[src/rtl/stopwatch_pkg.sv]
// Shared constants for the stopwatch display path: digit positions and
// active-high 7-segment glyphs ordered {g,f,e,d,c,b,a}.
package stopwatch_pkg;

    localparam int unsigned N_DIGITS_DEFAULT = 9;

    localparam int unsigned IDX_MILI  = 0;
    localparam int unsigned IDX_CENT  = 1;
    localparam int unsigned IDX_DECI  = 2;
    localparam int unsigned IDX_USEG  = 3;
    localparam int unsigned IDX_DSEG  = 4;
    localparam int unsigned IDX_UMIN  = 5;
    localparam int unsigned IDX_DMIN  = 6;
    localparam int unsigned IDX_UHORA = 7;
    localparam int unsigned IDX_DHORA = 8;

    localparam logic [6:0] SEG_0    = 7'h3F;
    localparam logic [6:0] SEG_1    = 7'h06;
    localparam logic [6:0] SEG_2    = 7'h5B;
    localparam logic [6:0] SEG_3    = 7'h4F;
    localparam logic [6:0] SEG_4    = 7'h66;
    localparam logic [6:0] SEG_5    = 7'h6D;
    localparam logic [6:0] SEG_6    = 7'h7D;
    localparam logic [6:0] SEG_7    = 7'h07;
    localparam logic [6:0] SEG_8    = 7'h7F;
    localparam logic [6:0] SEG_9    = 7'h6F;
    localparam logic [6:0] SEG_DASH = 7'h40;
    localparam logic [6:0] SEG_OFF  = 7'h00;

endpackage

[src/rtl/stopwatch_display_scan_if.sv]
// Digit bus from the stopwatch counter plus the multiplexed display drive.
interface stopwatch_display_scan_if #(
    parameter int unsigned N_DIGITS = stopwatch_pkg::N_DIGITS_DEFAULT
) ();
    logic [4*N_DIGITS-1:0] digits_bcd;
    logic [N_DIGITS-1:0]   dp_mask;
    logic                  lz_en;
    logic                  enable;
    logic [6:0]            seg;
    logic                  dp;
    logic [N_DIGITS-1:0]   an;
    logic                  frame_tick;

    modport master (
        output digits_bcd, dp_mask, lz_en, enable,
        input  seg, dp, an, frame_tick
    );

    modport slave (
        input  digits_bcd, dp_mask, lz_en, enable,
        output seg, dp, an, frame_tick
    );
endinterface

[src/rtl/bcd_to_7seg.sv]
// Combinational BCD to active-high 7-segment glyph; 10-15 render as a dash.
module bcd_to_7seg
    import stopwatch_pkg::*;
(
    input  logic [3:0] bcd,
    output logic [6:0] glyph_c
);
    always_comb begin
        glyph_c = SEG_DASH;
        case (bcd)
            4'd0:    glyph_c = SEG_0;
            4'd1:    glyph_c = SEG_1;
            4'd2:    glyph_c = SEG_2;
            4'd3:    glyph_c = SEG_3;
            4'd4:    glyph_c = SEG_4;
            4'd5:    glyph_c = SEG_5;
            4'd6:    glyph_c = SEG_6;
            4'd7:    glyph_c = SEG_7;
            4'd8:    glyph_c = SEG_8;
            4'd9:    glyph_c = SEG_9;
            default: glyph_c = SEG_DASH;
        endcase
    end
endmodule

[src/rtl/stopwatch_display_scan.sv]
// Time-multiplexed 7-segment scanner: latches one frame per scan, blanks
// leading zeros and opens each anode only after a short anti-ghosting gap.
module stopwatch_display_scan
    import stopwatch_pkg::*;
#(
    parameter int unsigned N_DIGITS       = N_DIGITS_DEFAULT,
    parameter int unsigned SCAN_DIV       = 50000,
    parameter int unsigned BLANK_CYCLES   = 500,
    parameter int unsigned LZ_STOP        = IDX_USEG,
    parameter bit          SEG_ACTIVE_LOW = 1'b1,
    parameter bit          AN_ACTIVE_LOW  = 1'b1
) (
    input  logic                     clk,
    input  logic                     rst,
    stopwatch_display_scan_if.slave  bus
);
    localparam int unsigned CNT_W = (SCAN_DIV > 1) ? $clog2(SCAN_DIV) : 1;
    localparam int unsigned IDX_W = (N_DIGITS > 1) ? $clog2(N_DIGITS) : 1;
    localparam int unsigned DIG_W = 4 * N_DIGITS;

    localparam logic [CNT_W-1:0]    CNT_LAST = CNT_W'(SCAN_DIV - 1);
    localparam logic [CNT_W-1:0]    CNT_OPEN = CNT_W'(BLANK_CYCLES);
    localparam logic [IDX_W-1:0]    IDX_LAST = IDX_W'(N_DIGITS - 1);
    localparam logic [6:0]          SEG_POL  = {7{SEG_ACTIVE_LOW}};
    localparam logic [N_DIGITS-1:0] AN_POL   = {N_DIGITS{AN_ACTIVE_LOW}};

    logic [CNT_W-1:0]    cnt_q, cnt_nxt;
    logic [IDX_W-1:0]    idx_q, idx_nxt;
    logic [DIG_W-1:0]    fdig_q, fdig_nxt;
    logic [N_DIGITS-1:0] fdp_q, fdp_nxt;
    logic                flz_q, flz_nxt;
    logic                slot_end, frame_load;

    logic [N_DIGITS-1:0] blank, an_sel;
    logic                zero_run, cur_dp, cur_blank, an_on;
    logic [3:0]          cur_bcd;
    logic [6:0]          glyph, seg_nxt;

    logic [6:0]          seg_q;
    logic                dp_q;
    logic [N_DIGITS-1:0] an_q;
    logic                frame_tick_q;

    // Scan timing and frame capture
    always_comb begin
        slot_end   = (cnt_q == CNT_LAST);
        frame_load = slot_end && (idx_q == IDX_LAST);
        cnt_nxt    = slot_end ? '0 : cnt_q + CNT_W'(1);
        idx_nxt    = idx_q;
        if (frame_load)    idx_nxt = '0;
        else if (slot_end) idx_nxt = idx_q + IDX_W'(1);
        fdig_nxt = frame_load ? bus.digits_bcd : fdig_q;
        fdp_nxt  = frame_load ? bus.dp_mask    : fdp_q;
        flz_nxt  = frame_load ? bus.lz_en      : flz_q;
    end

    // Outputs are computed from next-state so they line up with the slot
    always_comb begin
        zero_run = flz_nxt;
        blank    = '0;
        for (int i = int'(N_DIGITS) - 1; i >= 0; i--) begin
            zero_run = zero_run && (fdig_nxt[4*i +: 4] == 4'd0);
            blank[i] = zero_run && (i > int'(LZ_STOP));
        end
        cur_bcd   = '0;
        cur_dp    = 1'b0;
        cur_blank = 1'b0;
        an_sel    = '0;
        for (int unsigned i = 0; i < N_DIGITS; i++) begin
            if (idx_nxt == IDX_W'(i)) begin
                cur_bcd   = fdig_nxt[4*i +: 4];
                cur_dp    = fdp_nxt[i];
                cur_blank = blank[i];
                an_sel[i] = 1'b1;
            end
        end
        an_on   = bus.enable && (cnt_nxt >= CNT_OPEN);
        seg_nxt = cur_blank ? SEG_OFF : glyph;
    end

    bcd_to_7seg u_dec (
        .bcd     (cur_bcd),
        .glyph_c (glyph)
    );

    always_ff @(posedge clk or posedge rst) begin
        if (rst) begin
            cnt_q        <= '0;
            idx_q        <= IDX_W'(IDX_MILI);
            fdig_q       <= '0;
            fdp_q        <= '0;
            flz_q        <= 1'b0;
            frame_tick_q <= 1'b0;
            seg_q        <= SEG_POL;
            dp_q         <= SEG_ACTIVE_LOW;
            an_q         <= AN_POL;
        end else begin
            cnt_q        <= cnt_nxt;
            idx_q        <= idx_nxt;
            fdig_q       <= fdig_nxt;
            fdp_q        <= fdp_nxt;
            flz_q        <= flz_nxt;
            frame_tick_q <= frame_load;
            seg_q        <= seg_nxt ^ SEG_POL;
            dp_q         <= cur_dp ^ SEG_ACTIVE_LOW;
            an_q         <= (an_on ? an_sel : '0) ^ AN_POL;
        end
    end

    assign bus.seg        = seg_q;
    assign bus.dp         = dp_q;
    assign bus.an         = an_q;
    assign bus.frame_tick = frame_tick_q;

endmodule

[src/flat_wrapper.sv]
// flat-port wrapper written by rule: the top's interface ports become plain ports
module stopwatch_display_scan_flat import stopwatch_pkg::*;
#(
    parameter int unsigned N_DIGITS       = N_DIGITS_DEFAULT,
    parameter int unsigned SCAN_DIV       = 50000,
    parameter int unsigned BLANK_CYCLES   = 500,
    parameter int unsigned LZ_STOP        = IDX_USEG,
    parameter bit          SEG_ACTIVE_LOW = 1'b1,
    parameter bit          AN_ACTIVE_LOW  = 1'b1
)
  (clk, rst, bus_digits_bcd, bus_dp_mask, bus_lz_en, bus_enable, bus_seg, bus_dp, bus_an, bus_frame_tick);
  stopwatch_display_scan_if #(.N_DIGITS(N_DIGITS)) bus_i ();
  input  logic clk;
  input  logic rst;
  input wire logic [$bits(bus_i.digits_bcd)-1:0] bus_digits_bcd;
  input wire logic [$bits(bus_i.dp_mask)-1:0] bus_dp_mask;
  input wire logic [$bits(bus_i.lz_en)-1:0] bus_lz_en;
  input wire logic [$bits(bus_i.enable)-1:0] bus_enable;
  output wire logic [$bits(bus_i.seg)-1:0] bus_seg;
  output wire logic [$bits(bus_i.dp)-1:0] bus_dp;
  output wire logic [$bits(bus_i.an)-1:0] bus_an;
  output wire logic [$bits(bus_i.frame_tick)-1:0] bus_frame_tick;
  assign bus_i.digits_bcd = bus_digits_bcd;
  assign bus_i.dp_mask = bus_dp_mask;
  assign bus_i.lz_en = bus_lz_en;
  assign bus_i.enable = bus_enable;
  assign bus_seg = bus_i.seg;
  assign bus_dp = bus_i.dp;
  assign bus_an = bus_i.an;
  assign bus_frame_tick = bus_i.frame_tick;
  stopwatch_display_scan #(.N_DIGITS(N_DIGITS), .SCAN_DIV(SCAN_DIV), .BLANK_CYCLES(BLANK_CYCLES), .LZ_STOP(LZ_STOP), .SEG_ACTIVE_LOW(SEG_ACTIVE_LOW), .AN_ACTIVE_LOW(AN_ACTIVE_LOW)) u_core (.clk(clk), .rst(rst), .bus(bus_i));
endmodule
[config.mk]
export PLATFORM = sky130hd
export DESIGN_NAME = stopwatch_display_scan_flat
export DESIGN_NICKNAME = d
export VERILOG_FILES = /design/src/rtl/stopwatch_pkg.sv /design/src/rtl/stopwatch_display_scan_if.sv /design/src/rtl/bcd_to_7seg.sv /design/src/rtl/stopwatch_display_scan.sv /design/src/flat_wrapper.sv
export SDC_FILE = /design/constraint.sdc
export NUM_CORES = 1
export LEC_CHECK = 0
export BUFFER_PORTS_ARGS = -buffer_cell sky130_fd_sc_hd__buf_4
export CORE_MARGIN = 2
export CORE_UTILIZATION = 30
export DETAILED_ROUTE_END_ITERATION = 8
export HOLD_SLACK_MARGIN = 0.02
export PLACE_DENSITY = 0.47
export SETUP_SLACK_MARGIN = 0.3
export SYNTH_ARGS = -nofsm -noshare
export SYNTH_HDL_FRONTEND = slang
export SYNTH_SLANG_ARGS = --single-unit
[constraint.sdc]
create_clock -name clk -period 7.3 [get_ports clk]
set_clock_uncertainty 0.2 [all_clocks]
set_input_delay 1.46 -clock clk [delete_from_list [all_inputs] [get_ports clk]]
set_output_delay 1.46 -clock clk [all_outputs]
set_load 0.02 [all_outputs]
==> results.txt <==
Status: complete, no violations
Final wirelength: 13,000 um
Proportion of power drawn by flip-flops and latches: 0.454
Top-area cell type share of the netlist area: 0.355
Switching share of power: 0.205
Crit path time final: 4.20 ns
Max Cap Viol: 0
Power share of the clock group: 0.510
Arrival time at the worst endpoint: 4.28 ns
Switch Pwr: 212 uW
Share of cells above drive strength 1: 0.289
Slew @ Worst Pin: 0.894 ns
Int Power: 820 uW
Sink Count: 84
Normalized max-slew margin: 0.404
DR vias: 3,798
Initial DRC Count: 263
Final nets: 610
Row cnt: 45
Antenna violations before repair: 0
Initial core utilization: 0.309
Primary FF master, synth: dfrtp_1
Setup violations, final: 0
Vias per cell: 4.94
Final Hold Viols: 0
Vias in the first global route: 3,789
Avg Cell Area, Syn: 9.61 um^2
Ports: 67
Worst min-delay path class: register to register
Seq/Total Area, Yosys: 0.449
DRC errors left: 0
ANT nets after route: 0
GPL Wtd Cong: 0.843
Largest net degree at the start of global routing: 66
Fillers: 1,584
Post-synth ARST share: 1.00
Comb power frac: 0.036
Syn. warnings: 0
Area Overhead vs Synth: 21.5%
Post-synthesis cell type count: 87
CTS tree: yes
EDFF count, synth: 0
Maximum vdd drop: 0.111 mV
Setup_tns: 0 ns
GRT Util Overall: 0.163
Routed wire per std cell: 16.9 um
GR Overflow Total: 0
Post-route cell area: 5740 um^2
Syn nets: 549
Top cells by area, synth: dfrtp_1 (35%), nand2_1 (11%), dfstp_2 (9.4%)
CP max FO: 46
Cts hold-fix bufs: 0
Startpoint types: register
Tcrit/Tclk final: 0.575
Height of the die: 130 um
Critical path class: register to register
CTS Root Cell: clkbuf_16
LEAKAGE: 2.50 nW
PD cells: 180 nW/um^2
Setup Fix Bufs, Post-CTS: 0
Max clock buf depth: 2
Post-synthesis cell count: 492
Fmax: 0.238 GHz
Dpl hpwl: 9470 um
Inserted Clock Buffers: 9
# resized after CTS: 0
H-Tree Depth: 3
Drt pass-1 iters: 4
First-pass GRT wire length: 20,900 um
Largest area contributor in the netlist: dfrtp_1
Post-Syn Area: 4730 um^2
# diodes: 0
Worst setup EP type: register
Core Area: 15,300 um^2
Clk_lat worst skew: 0.35 ns
DIE AREA: 16,800 um^2
I/O Buffers: 66
Final Max Tran Viols: 0
Unrepaired setup endpoints after global routing: false
CP required: 7.38 ns
Dpl cell area: 5400 um^2
Synthesis-stage register bit count: 84
Final Total Pwr: 1.03 mW
Die W: 130 um
Clock-pin slew on the worst setup and hold paths: 0.06 ns
cells in the final DEF (no fill, tap or decap), types with 3 or more instances in the layout:
cell and instances:
o22ai_1 3, nand4_1 4, nor4_1 9, o221ai_1 4
nand3_1 15, clkbuf_16 9, and4_1 3, clkinv_2 3
ha_1 8, and2_1 3, or2_2 6, nor2_1 27
nand3b_1 4, a21o_1 4, nor2_4 3, mux2_2 9
a21oi_2 4, dfrtp_1 67, dfstp_2 17, mux2i_1 13
nand2_1 136, a22oi_1 6, or3_1 3, buf_4 71
nor3_1 5, bufinv_16 3, o211ai_1 4, inv_1 10
xor2_1 6, o21ai_0 6, xnor2_1 10, a21oi_1 12
a221oi_1 3, and3_1 7
area by class of cell:
type	instances	area (um^2)	area share
clock inverters	7	115	0.0200
clock buffers	9	225	0.0392
flip-flops and latches	84	2120	0.370
inverters	14	56.3	0.00980
repair buffers	71	533	0.0928
multi-input cells	373	2430	0.423
well taps	211	264	0.0460
state kept, by name, indices dropped and copies added (netlist names):
| register | cells |
|---|---|
| u_core.idx_q | 4 |
| u_core.bus.frame_tick | 1 |
| u_core.cnt_q | 16 |
| u_core.fdig_q | 36 |
| u_core.bus.dp | 1 |
| u_core.flz_q | 1 |
| u_core.bus.an | 9 |
| u_core.bus.seg | 7 |
| u_core.fdp_q | 9 |
worst paths after layout:
| kind | from | to | slack (ns) | cells past startpoint |
|---|---|---|---|---|
| max reg2reg | u_core.idx_q[0] | u_core.bus.seg[4] | 3.10 | 12 |
| min | u_core.fdp_q[6] | u_core.fdp_q[6] | 0.26 | 2 |
| min in group asynchronous | rst | u_core.fdp_q[8] | 0.86 | 2 |
| max in group asynchronous | rst | u_core.cnt_q[8] | 4.84 | 3 |
| max | u_core.idx_q[0] | u_core.bus.seg[4] | 3.10 | 12 |
| min reg2reg | u_core.fdp_q[6] | u_core.fdp_q[6] | 0.26 | 2 |
kinds of logic (layout without fill, tap and decap cells):
| logic type | after synthesis | count (layout) | share of synthesized area |
|---|---|---|---|
| multiplexers | 24 | 24 | 0.0550 |
| adder cells (fa/ha/maj) | 8 | 8 | 0.0212 |
| buffers and inverters | 35 | 101 | 0.0413 |
| AO/OA/AOI/OAI | 80 | 80 | 0.149 |
| AND/OR/NAND/NOR | 245 | 245 | 0.255 |
| XOR/XNOR | 16 | 16 | 0.0296 |
| flip-flops | 84 | 84 | 0.449 |
per-stage QoR:
step | std cells | hold WS [ns] | setup slack [ns] | utilization
6_report | 769 | 0.263 | 3.10 | 0.375
5_1_grt | 769 | 0.291 | 2.79 | 0.375
4_1_cts | 769 | 0.266 | 3.11 | 0.375
3_5_place_dp | 753 | 0.252 | 3.15 | 0.353
3_3_place_gp | 753 | 0.243 | 3.22 | 0.353
2_1_floorplan | 492 | 0.232 | 3.50 | -
synthesized netlist by cell type, drive strengths merged, types with 2 or more instances:
cell type and instances:
buf 9, o221ai 5, o21ai 9, o221a 2, xnor2 10, nor4 12, o2bb2a 2, clkbuf 12
nand3 15, a221oi 4, o31ai 2, dfstp 17, or2 6, o41ai 2, nor3 6, a211oi 2
ha 8, a21oi 16, dfrtp 67, a22oi 6, mux2i 14, or4b 2, nand4 4, nand2 138
o211ai 6, a21o 4, and3 7, o311a 2, and2 4, mux2 10, xor2 6, inv 13
or3 4, o22ai 5, nand3b 4, a31oi 2, or4 2, and4 3, nor2 31
power groups by stage:
stage	Sequential (mW)	Combinational, mW	Clock, mW
2_1_floorplan	0.477	0.00982	0
3_3_place_gp	0.477	0.0380	0
3_5_place_dp	0.477	0.0381	0
4_1_cts	0.469	0.0381	0.541
5_1_grt	0.468	0.0410	0.560
6_report	0.469	0.0370	0.526
routing by layer:
| layer | vias up | share of wire | GRT usage |
|---|---|---|---|
| li1 | 1851 | - | - |
| met1 | 1828 | 0.45 | 0.222 |
| met2 | 104 | 0.47 | 0.252 |
| met3 | 15 | 0.063 | 0.0314 |
| met4 | 0 | 0.019 | 0.0740 |
| met5 | - | 0 | 0 |
critical path, cell delays in order, from the launching register on:
cell and delay, ns:
dfrtp_1 0.61, clkinv_1 0.32, ha_1 0.31, and3b_1 0.36, nand2_4 0.49, mux2_2 0.41, o221ai_1 0.18, a22oi_1 0.16
nor3_4 0.32, inv_2 0.11, ha_1 0.21, mux2_4 0.28, a21oi_2 0.13
Note: power is estimated with default switching activity, not from simulation.
